File: src/rtl/ledwalker_pkg.sv
`default_nettype none
// ============================================================================
// Module      : ledwalker_pkg
// Description : Shared state encoding and counter-width helper for the LED
//               walker sequencer.
// Revision    : 1.0 - initial release
// ============================================================================
package ledwalker_pkg;

  // Sequencer state encoding
  localparam logic [1:0] ST_IDLE = 2'b00;
  localparam logic [1:0] ST_UP   = 2'b01;
  localparam logic [1:0] ST_DOWN = 2'b10;

  typedef enum logic [1:0] {
    S_IDLE = ST_IDLE,
    S_UP   = ST_UP,
    S_DOWN = ST_DOWN
  } state_t;

  // Width of a down-counter that must hold STEP_CYCLES-1 without overflow
  function automatic int cnt_width(input int step_cycles);
    return $clog2(step_cycles + 1);
  endfunction

endpackage
`default_nettype wire

File: src/rtl/ledwalker_tick.sv
`default_nettype none
// ============================================================================
// Module      : ledwalker_tick
// Description : Step-rate down-counter. Loadable to STEP_CYCLES-1; o_tick is
//               high for one cycle whenever the count reaches zero, after
//               which the counter reloads itself.
// Revision    : 1.0 - initial release
// ============================================================================
module ledwalker_tick
  import ledwalker_pkg::*;
#(
  parameter int STEP_CYCLES = 10000000
) (
  input  logic i_clk,
  input  logic i_reset_n,
  input  logic i_load,
  output logic o_tick
);

  localparam int                 c_cnt_w  = cnt_width(STEP_CYCLES);
  localparam logic [c_cnt_w-1:0] c_reload = c_cnt_w'(STEP_CYCLES - 1);
  localparam logic [c_cnt_w-1:0] c_one    = c_cnt_w'(1);

  logic [c_cnt_w-1:0] r_cnt;

  assign o_tick = (r_cnt == '0);

  // Reload on an explicit load or on each tick, otherwise count down
  always_ff @(posedge i_clk) begin
    if (!i_reset_n) begin
      r_cnt <= '0;
    end else if (i_load || o_tick) begin
      r_cnt <= c_reload;
    end else begin
      r_cnt <= r_cnt - c_one;
    end
  end

endmodule
`default_nettype wire

File: src/rtl/ledwalker_ctrl.sv
`default_nettype none
// ============================================================================
// Module      : ledwalker_ctrl
// Description : Switch-to-LED sequencer. While idle, i_sw is registered onto
//               o_led[0]. A start strobe walks one lit LED from bit 0 to the
//               top bit and back, holding each position STEP_CYCLES cycles,
//               then hands the LEDs back to the switch.
//               Build option LEDWALKER_SYNC_EN: two-flop synchronizers on
//               i_sw/i_stb plus rising-edge detection on the strobe.
// Revision    : 1.0 - initial release
// ============================================================================
module ledwalker_ctrl
  import ledwalker_pkg::*;
#(
  parameter int NLEDS       = 8,
  parameter int STEP_CYCLES = 10000000
) (
  input  logic             i_clk,
  input  logic             i_reset_n,
  input  logic             i_sw,
  input  logic             i_stb,
  output logic             o_busy,
  output logic [NLEDS-1:0] o_led
);

  logic w_sw;
  logic w_stb;

`ifdef LEDWALKER_SYNC_EN
  logic r_sw_meta;
  logic r_sw_sync;
  logic r_stb_meta;
  logic r_stb_sync;
  logic r_stb_prev;

  // Two-flop synchronizers plus a delayed copy of the strobe for edge detect
  always_ff @(posedge i_clk) begin
    if (!i_reset_n) begin
      r_sw_meta  <= 1'b0;
      r_sw_sync  <= 1'b0;
      r_stb_meta <= 1'b0;
      r_stb_sync <= 1'b0;
      r_stb_prev <= 1'b0;
    end else begin
      r_sw_meta  <= i_sw;
      r_sw_sync  <= r_sw_meta;
      r_stb_meta <= i_stb;
      r_stb_sync <= r_stb_meta;
      r_stb_prev <= r_stb_sync;
    end
  end

  assign w_sw  = r_sw_sync;
  // A held button yields a single start request
  assign w_stb = r_stb_sync & ~r_stb_prev;
`else
  assign w_sw  = i_sw;
  assign w_stb = i_stb;
`endif

  state_t           r_state;
  state_t           w_state_nxt;
  logic [NLEDS-1:0] r_led;
  logic [NLEDS-1:0] w_led_nxt;
  logic [NLEDS-1:0] w_idle_led;
  logic             r_busy;
  logic             w_busy_nxt;
  logic             w_load;
  logic             w_tick;

  assign w_idle_led = {{(NLEDS-1){1'b0}}, w_sw};

  ledwalker_tick #(
    .STEP_CYCLES (STEP_CYCLES)
  ) u_tick (
    .i_clk     (i_clk),
    .i_reset_n (i_reset_n),
    .i_load    (w_load),
    .o_tick    (w_tick)
  );

  // Next-state, next-LED and counter-load decode
  always_comb begin
    w_state_nxt = r_state;
    w_led_nxt   = r_led;
    w_busy_nxt  = r_busy;
    w_load      = 1'b0;
    case (r_state)
      S_IDLE: begin
        w_led_nxt  = w_idle_led;
        w_busy_nxt = 1'b0;
        if (w_stb) begin
          // Start edge owns the LEDs immediately; i_sw is not sampled here
          w_state_nxt = S_UP;
          w_led_nxt   = {{(NLEDS-1){1'b0}}, 1'b1};
          w_busy_nxt  = 1'b1;
          w_load      = 1'b1;
        end
      end
      S_UP: begin
        if (w_tick) begin
          if (r_led[NLEDS-1]) begin
            w_state_nxt = S_DOWN;
            w_led_nxt   = r_led >> 1;
          end else begin
            w_led_nxt   = r_led << 1;
          end
        end
      end
      S_DOWN: begin
        if (w_tick) begin
          if (r_led[0]) begin
            w_state_nxt = S_IDLE;
            w_led_nxt   = w_idle_led;
            w_busy_nxt  = 1'b0;
          end else begin
            w_led_nxt   = r_led >> 1;
          end
        end
      end
      default: begin
        w_state_nxt = S_IDLE;
        w_led_nxt   = '0;
        w_busy_nxt  = 1'b0;
      end
    endcase
  end

  // State and registered outputs; reset aborts any walk in progress
  always_ff @(posedge i_clk) begin
    if (!i_reset_n) begin
      r_state <= S_IDLE;
      r_led   <= '0;
      r_busy  <= 1'b0;
    end else begin
      r_state <= w_state_nxt;
      r_led   <= w_led_nxt;
      r_busy  <= w_busy_nxt;
    end
  end

  assign o_led  = r_led;
  assign o_busy = r_busy;

endmodule
`default_nettype wire

File: config.mk
export PLATFORM = sky130hd
export DESIGN_NAME = ledwalker_ctrl
export DESIGN_NICKNAME = d
export VERILOG_FILES = /design/src/rtl/ledwalker_pkg.sv /design/src/rtl/ledwalker_tick.sv /design/src/rtl/ledwalker_ctrl.sv
export SDC_FILE = /design/constraint.sdc
export NUM_CORES = 1
export LEC_CHECK = 0
export ABC_AREA = 1
export CORE_MARGIN = 4
export CORE_UTILIZATION = 39
export DETAILED_ROUTE_END_ITERATION = 16
export GPL_TIMING_DRIVEN = 1
export PLACE_DENSITY = 0.67
export SYNTH_ARGS = -nofsm -noshare
export SYNTH_HDL_FRONTEND = slang
export SYNTH_SLANG_ARGS = --single-unit
File: constraint.sdc
create_clock -name i_clk -period 1.8 [get_ports i_clk]
set_input_delay 0.36 -clock i_clk [delete_from_list [all_inputs] [get_ports i_clk]]
set_output_delay 0.36 -clock i_clk [all_outputs]
set_load 0.05 [all_outputs]
-- Word-level counts from Yosys, hierarchy flattened
Index checks and enable logic that the tools add are counted.
- mux-type cells: 18
- add/sub/neg operators: 1
- bitwise gates (word level): 2
- reduce and logical (&&, ||, !) cells: 7
- equality and inequality tests: 7
- operator list (cell ; number):
    zero test 24 bit ; 1
    two-way mux 24 bit ; 1
    two-way mux 8 bit ; 3
    one-hot mux 8 bit (3 select lines) ; 1
    subtractor 24 x 1 -> 24 bit, second input constant ; 1
    two-way mux 2 bit ; 5
    two-way mux 7 bit ; 1
    != test 2 bit, second input constant ; 3
    one-hot mux 2 bit (3 select lines) ; 1
    two-way mux 1 bit ; 5
    AND reduction 5 bit ; 1
    != test 2 x 1 -> 1 bit, second input constant ; 2
    one-hot mux 1 bit (3 select lines) ; 1
    AND reduction 3 bit ; 1
    == test 2 x 1 -> 1 bit, second input constant ; 1
    == test 2 bit, second input constant ; 1
    zero test 2 bit ; 1
    inverter 1 bit ; 2
    AND reduction 2 bit ; 1
    OR reduction 2 bit ; 1
    logical OR 1 bit ; 1
- bits in registers: 35
- word-level logic and storage cells: 40
- input bits: 4
- output and inout port bits: 9

-- Logic depth before layout (Yosys ltp)
- word-level depth: 4
- gate-level depth with buffers: 12

-- Cells and area by module
Synthesis repeated with hierarchy kept, for this count alone.
- cell total of the unflattened synthesis: 296
- area, all modules: 1968.1 um2
- modules (own cells, without submodules) (module ; cells each ; area each (um2) ; times used ; sequential area each (um2)):
    ledwalker_tick ; 188 ; 1313.8 ; 1 ; 480.5
    ledwalker_ctrl ; 108 ; 654.4 ; 1 ; 220.2

-- Worst setup path before layout
Ideal clock, no wire load.
- path type: flip-flop to flip-flop
- start: register r_led[7] (netlist: o_led[7])
- end: register r_state[0]
- setup time: 0.134 ns
- clock period less this slack: 1.414 ns
- path buffers: 0
- arrival time: 1.280 ns
- cell stages (with the launch flop): 6
- setup slack: 0.386 ns
- data required time: 1.666 ns
- cell sequence: dfxtp_1 nor2_2 nor3_1 nand2_1 nand2_1 a21oi_1
- longest elaborated chain between the ends: 2
- RTL lines (item ; line ; RTL):
    start, declared ; ledwalker_ctrl.sv:63 ; logic [NLEDS-1:0] r_led;
    start signal, assigned ; ledwalker_ctrl.sv:137 ; r_led <= w_led_nxt;
    != test 2 bit (no source line) ; -- ;
    AND reduction 5 bit (no source line) ; -- ;
    end signal, assigned ; ledwalker_ctrl.sv:136 ; r_state <= w_state_nxt;
    end, declared ; ledwalker_ctrl.sv:61 ; state_t r_state;
No other way between the ends.
A chain may end at the register's enable or synchronous reset.

-- Final worst setup path
- start: register u_tick.r_cnt[0]
- end: register u_tick.r_cnt[21]
- longest elaborated chain between the ends: 3
- RTL lines (item ; line ; RTL):
    start, declared ; ledwalker_tick.sv:24 ; logic [c_cnt_w-1:0] r_cnt;
    start signal, assigned ; ledwalker_tick.sv:33 ; r_cnt <= c_reload;
    start signal, assigned ; ledwalker_tick.sv:35 ; r_cnt <= r_cnt - c_one;
    branches (longest 3 deep; another with subtractor 24 x 1 -> 24 bit) ; -- ;
Parallel ways; which one is timed is not known.

==> impl_metrics.csv <==
group,metric,value,unit
setup_path,crit_path_start,"u_tick.r_cnt[0]$_SDFF_PN0_",
route,route.detailed.wl_per_inst,10.8,um
flow_run,maxCapViolations,0,
status,status,"finished, final reports clean",
die,die_x,76.5,um
pwr,power.share.clock,27.6,%
pwr,seqPwrFrac,44.1,%
logic_synthesis,synth_top_cell_area_share,38.3,%
setup_path,critical_path_class,"flip-flop to flip-flop",
final_layout,n_antenna_cell,0,
worst_hold_path,hp-class,"flip-flop to flip-flop",
die,io_pins,13,
clock_tree,cts_buffer_depth,2,
clock_tree,cts_setup_buffers,0,
sta,max_freq,631,MHz
logic_synthesis,synthArstFlopShare,0,%
setup_path,rr_worst_depth,11,
logic_synthesis,yosys_warnings,0,
route,vias,1617,
pwr,power_density,1010,nW/um2
setup_path,crit_end,"u_tick.r_cnt[21]$_SDFF_PP0_",
sta,period_share,88.0,%
setup_path,required,1970,ps
place,place_congestion,0.802,
final_layout,layout.nets,291,
setup_path,cp-end-kind,"flip-flop",
setup_path,start_kind,"flip-flop",
logic_synthesis,synth-main-ff-cell,"dfxtp_1",
pwr,p_sw,0.000750,W
logic_synthesis,yosysUniqueCellTypes,28,
route,vias_per_cell,4.80,
logic_synthesis,synth_enable_flop_cells,0,
clock_tree,cts_root_buffer,"clkbuf_8",
die,fp.dieH,76.5,um
clock_tree,h-tree-depth,2,
sta,setup_viol,0,
logic_synthesis,syn_area,1830,um2
logic_synthesis,synth_commonest_cells,"71 x nand2_1, 46 x nor2_1, 35 x dfxtp_1",
final_layout,syn_to_final_growth,13.3,%
route,drt_iter0_drc,71,
place,portBuffers,12,
die,start_util,41.2,%
sta,holdWs,477,ps
route,postRouteAntennaNets,0,
setup_path,r2r_end,"u_tick.r_cnt[21]$_SDFF_PP0_",
logic_synthesis,synth.largest_area_cell,"dfxtp_1",
place,hpwl,2.76,mm
die,core_area,4440,um2
sta,final-max-slew-violation-count,0,
grt,grt_usage,14.0,%
grt,grt_max_degree,17,
pwr,ir_worst_vdd,0.532,mV
setup_path,cp_max_fo,10,
clock_tree,clk_latency,290,ps
sta,finClkSkew,8.93,ps
route,drc,0,
sta,final_hold_viol_count,0,
pwr,cellInternalPower,0.00135,W
clock_tree,cts_buffers,5,
die,rows,24,
pwr,swShare,35.7,%
grt,grt_pass1_vias,1560,
logic_synthesis,synthesis.nets,274,
final_layout,fill_cells,482,
die,dieArea,5860,um2
sta,setup-tns-final,0,ps
final_layout,drive_above_1_share,14.7,%
clock_tree,cts_tree,"done",
setup_path,reg2reg_from,"u_tick.r_cnt[0]$_SDFF_PN0_",
logic_synthesis,yosysSeqAreaShare,38.3,%
sta,rsz0062_at_grt,"no",
route,wirelength,3.64,mm
grt,antenna_found_initial,0,
setup_path,cp_data_arrival_time,1760,ps
sta,final.min_clock_period,1580,ps
logic_synthesis,yosys-top-cells-area,"dfxtp_1 38%, nand2_1 15%, nor2_1 9.4%",
clock_tree,cts.sink_count,35,
pwr,leakage,0.946,nW
setup_path,ff2ff_setup_slack,220,ps
grt,grt_pass1_wl,6.79,mm
logic_synthesis,ys_ff_latch,35,
sta,tightestPinTransition,560,ps
grt,grt.overflow.total,0,
clock_tree,path_clk_slew,70,ps
logic_synthesis,synth_cells,268,
pwr,comb_power_share,28.3,%
logic_synthesis,syn_avg_cell_area,6.83,um2
sta,relSlewSlack,62.6,%
logic_synthesis,synth.most_common_cell,"nand2_1",
route,firstDrtPassIters,4,
pwr,power,0.00210,W
[layout make-up]
class,instances,area (um2),area share [%]
repair buffers,13,105,5.07
inverters,30,113,5.43
clock buffers,6,82.6,3.98
multi-input cells,200,1000,48.4
well taps,52,65.1,3.14
flip-flops and latches,35,701,33.8
clock inverters,1,5.00,0.241
[power groups by stage]
stage	Clock (W)	Sequential, W	Combinational [W]
finish	0.000580	0.000926	0.000595
global route	0.000635	0.000937	0.000681
floorplan	0	0.000974	0.000440
global placement	0	0.000941	0.000591
CTS	0.000606	0.000925	0.000599
detailed placement	0	0.000941	0.000596
[sequential cells by signal (all words and copies together), names as in the netlist]
register,count
r_state,2
o_busy,1
o_led,8
u_tick.r_cnt,24
[how the worst min path moves through the flow]
stage,slack (ps),from,endpoint,cells past startpoint
finish,480,o_busy$_SDFFE_PN0P_,o_busy$_SDFFE_PN0P_,2
global route,500,o_busy$_SDFFE_PN0P_,o_busy$_SDFFE_PN0P_,2
CTS,480,o_busy$_SDFFE_PN0P_,o_busy$_SDFFE_PN0P_,2
detailed placement,470,o_busy$_SDFFE_PN0P_,o_busy$_SDFFE_PN0P_,2
global placement,470,u_tick.r_cnt[23]$_SDFF_PN0_,u_tick.r_cnt[23]$_SDFF_PN0_,2
floorplan,460,u_tick.r_cnt[23]$_SDFF_PN0_,u_tick.r_cnt[23]$_SDFF_PN0_,2
[timing repair]
action,4_1_cts,5_1_grt
hold buffers,0,0
endpoints found under the setup margin,0,7
gates resized for setup,0,1
[metrics by stage]
step | instances | worst slack [ps] | util (%) | area (um2)
CTS | 337 | 106 | 46.6 | 2070
global placement | 330 | 138 | 44.6 | 1980
finish | 337 | 215 | 46.7 | 2070
global route | 337 | 13.8 | 46.7 | 2070
detailed placement | 330 | 118 | 44.6 | 1980
floorplan | 268 | 386 | - | 1830
[per-layer routing]
metal	vias to the layer above	part of all wire, %	GRT usage, %	routed length [um]
li1	868	-	-	-
met5	-	0	0	0
met1	717	51	18.3	1840
met2	25	43	21.4	1570
met3	7	4.3	3.78	156
met4	0	1.9	5.98	70
[cell families (layout without fill, tap and decap cells)]
logic type	Yosys count	in the layout	share of synthesized area [%]
buffers and inverters	33	50	7.24
XOR/XNOR	13	13	6.22
AND/OR/NAND/NOR	150	150	36.5
AO/OA/AOI/OAI	35	35	10.4
adder cells (fa/ha/maj)	2	2	1.37
flip-flops	35	35	38.3
[critical path: stages (launching register included)]
cell,delay [ps]
dfxtp_1,300
inv_1,110
ha_1,160
inv_1,30
nor2_1,70
nand2_1,50
nor2_1,120
nand3_2,130
nand2_2,190
inv_2,110
nand2_4,130
a21oi_1,50
[cell usage in the layout, fill, tap and decap left out, types with 5 or more instances in the layout]
master	synthesis	layout
nand2_1	71	71
nor2_1	46	46
dfxtp_1	35	35
clkbuf_8	0	6
buf_4	0	10
inv_1	29	29
nand3_1	6	6
xor2_1	11	11
o21ai_0	13	13
nor2_2	5	5
a21oi_1	16	16
nand2_2	7	6
(Power assumes the default switching activity.)
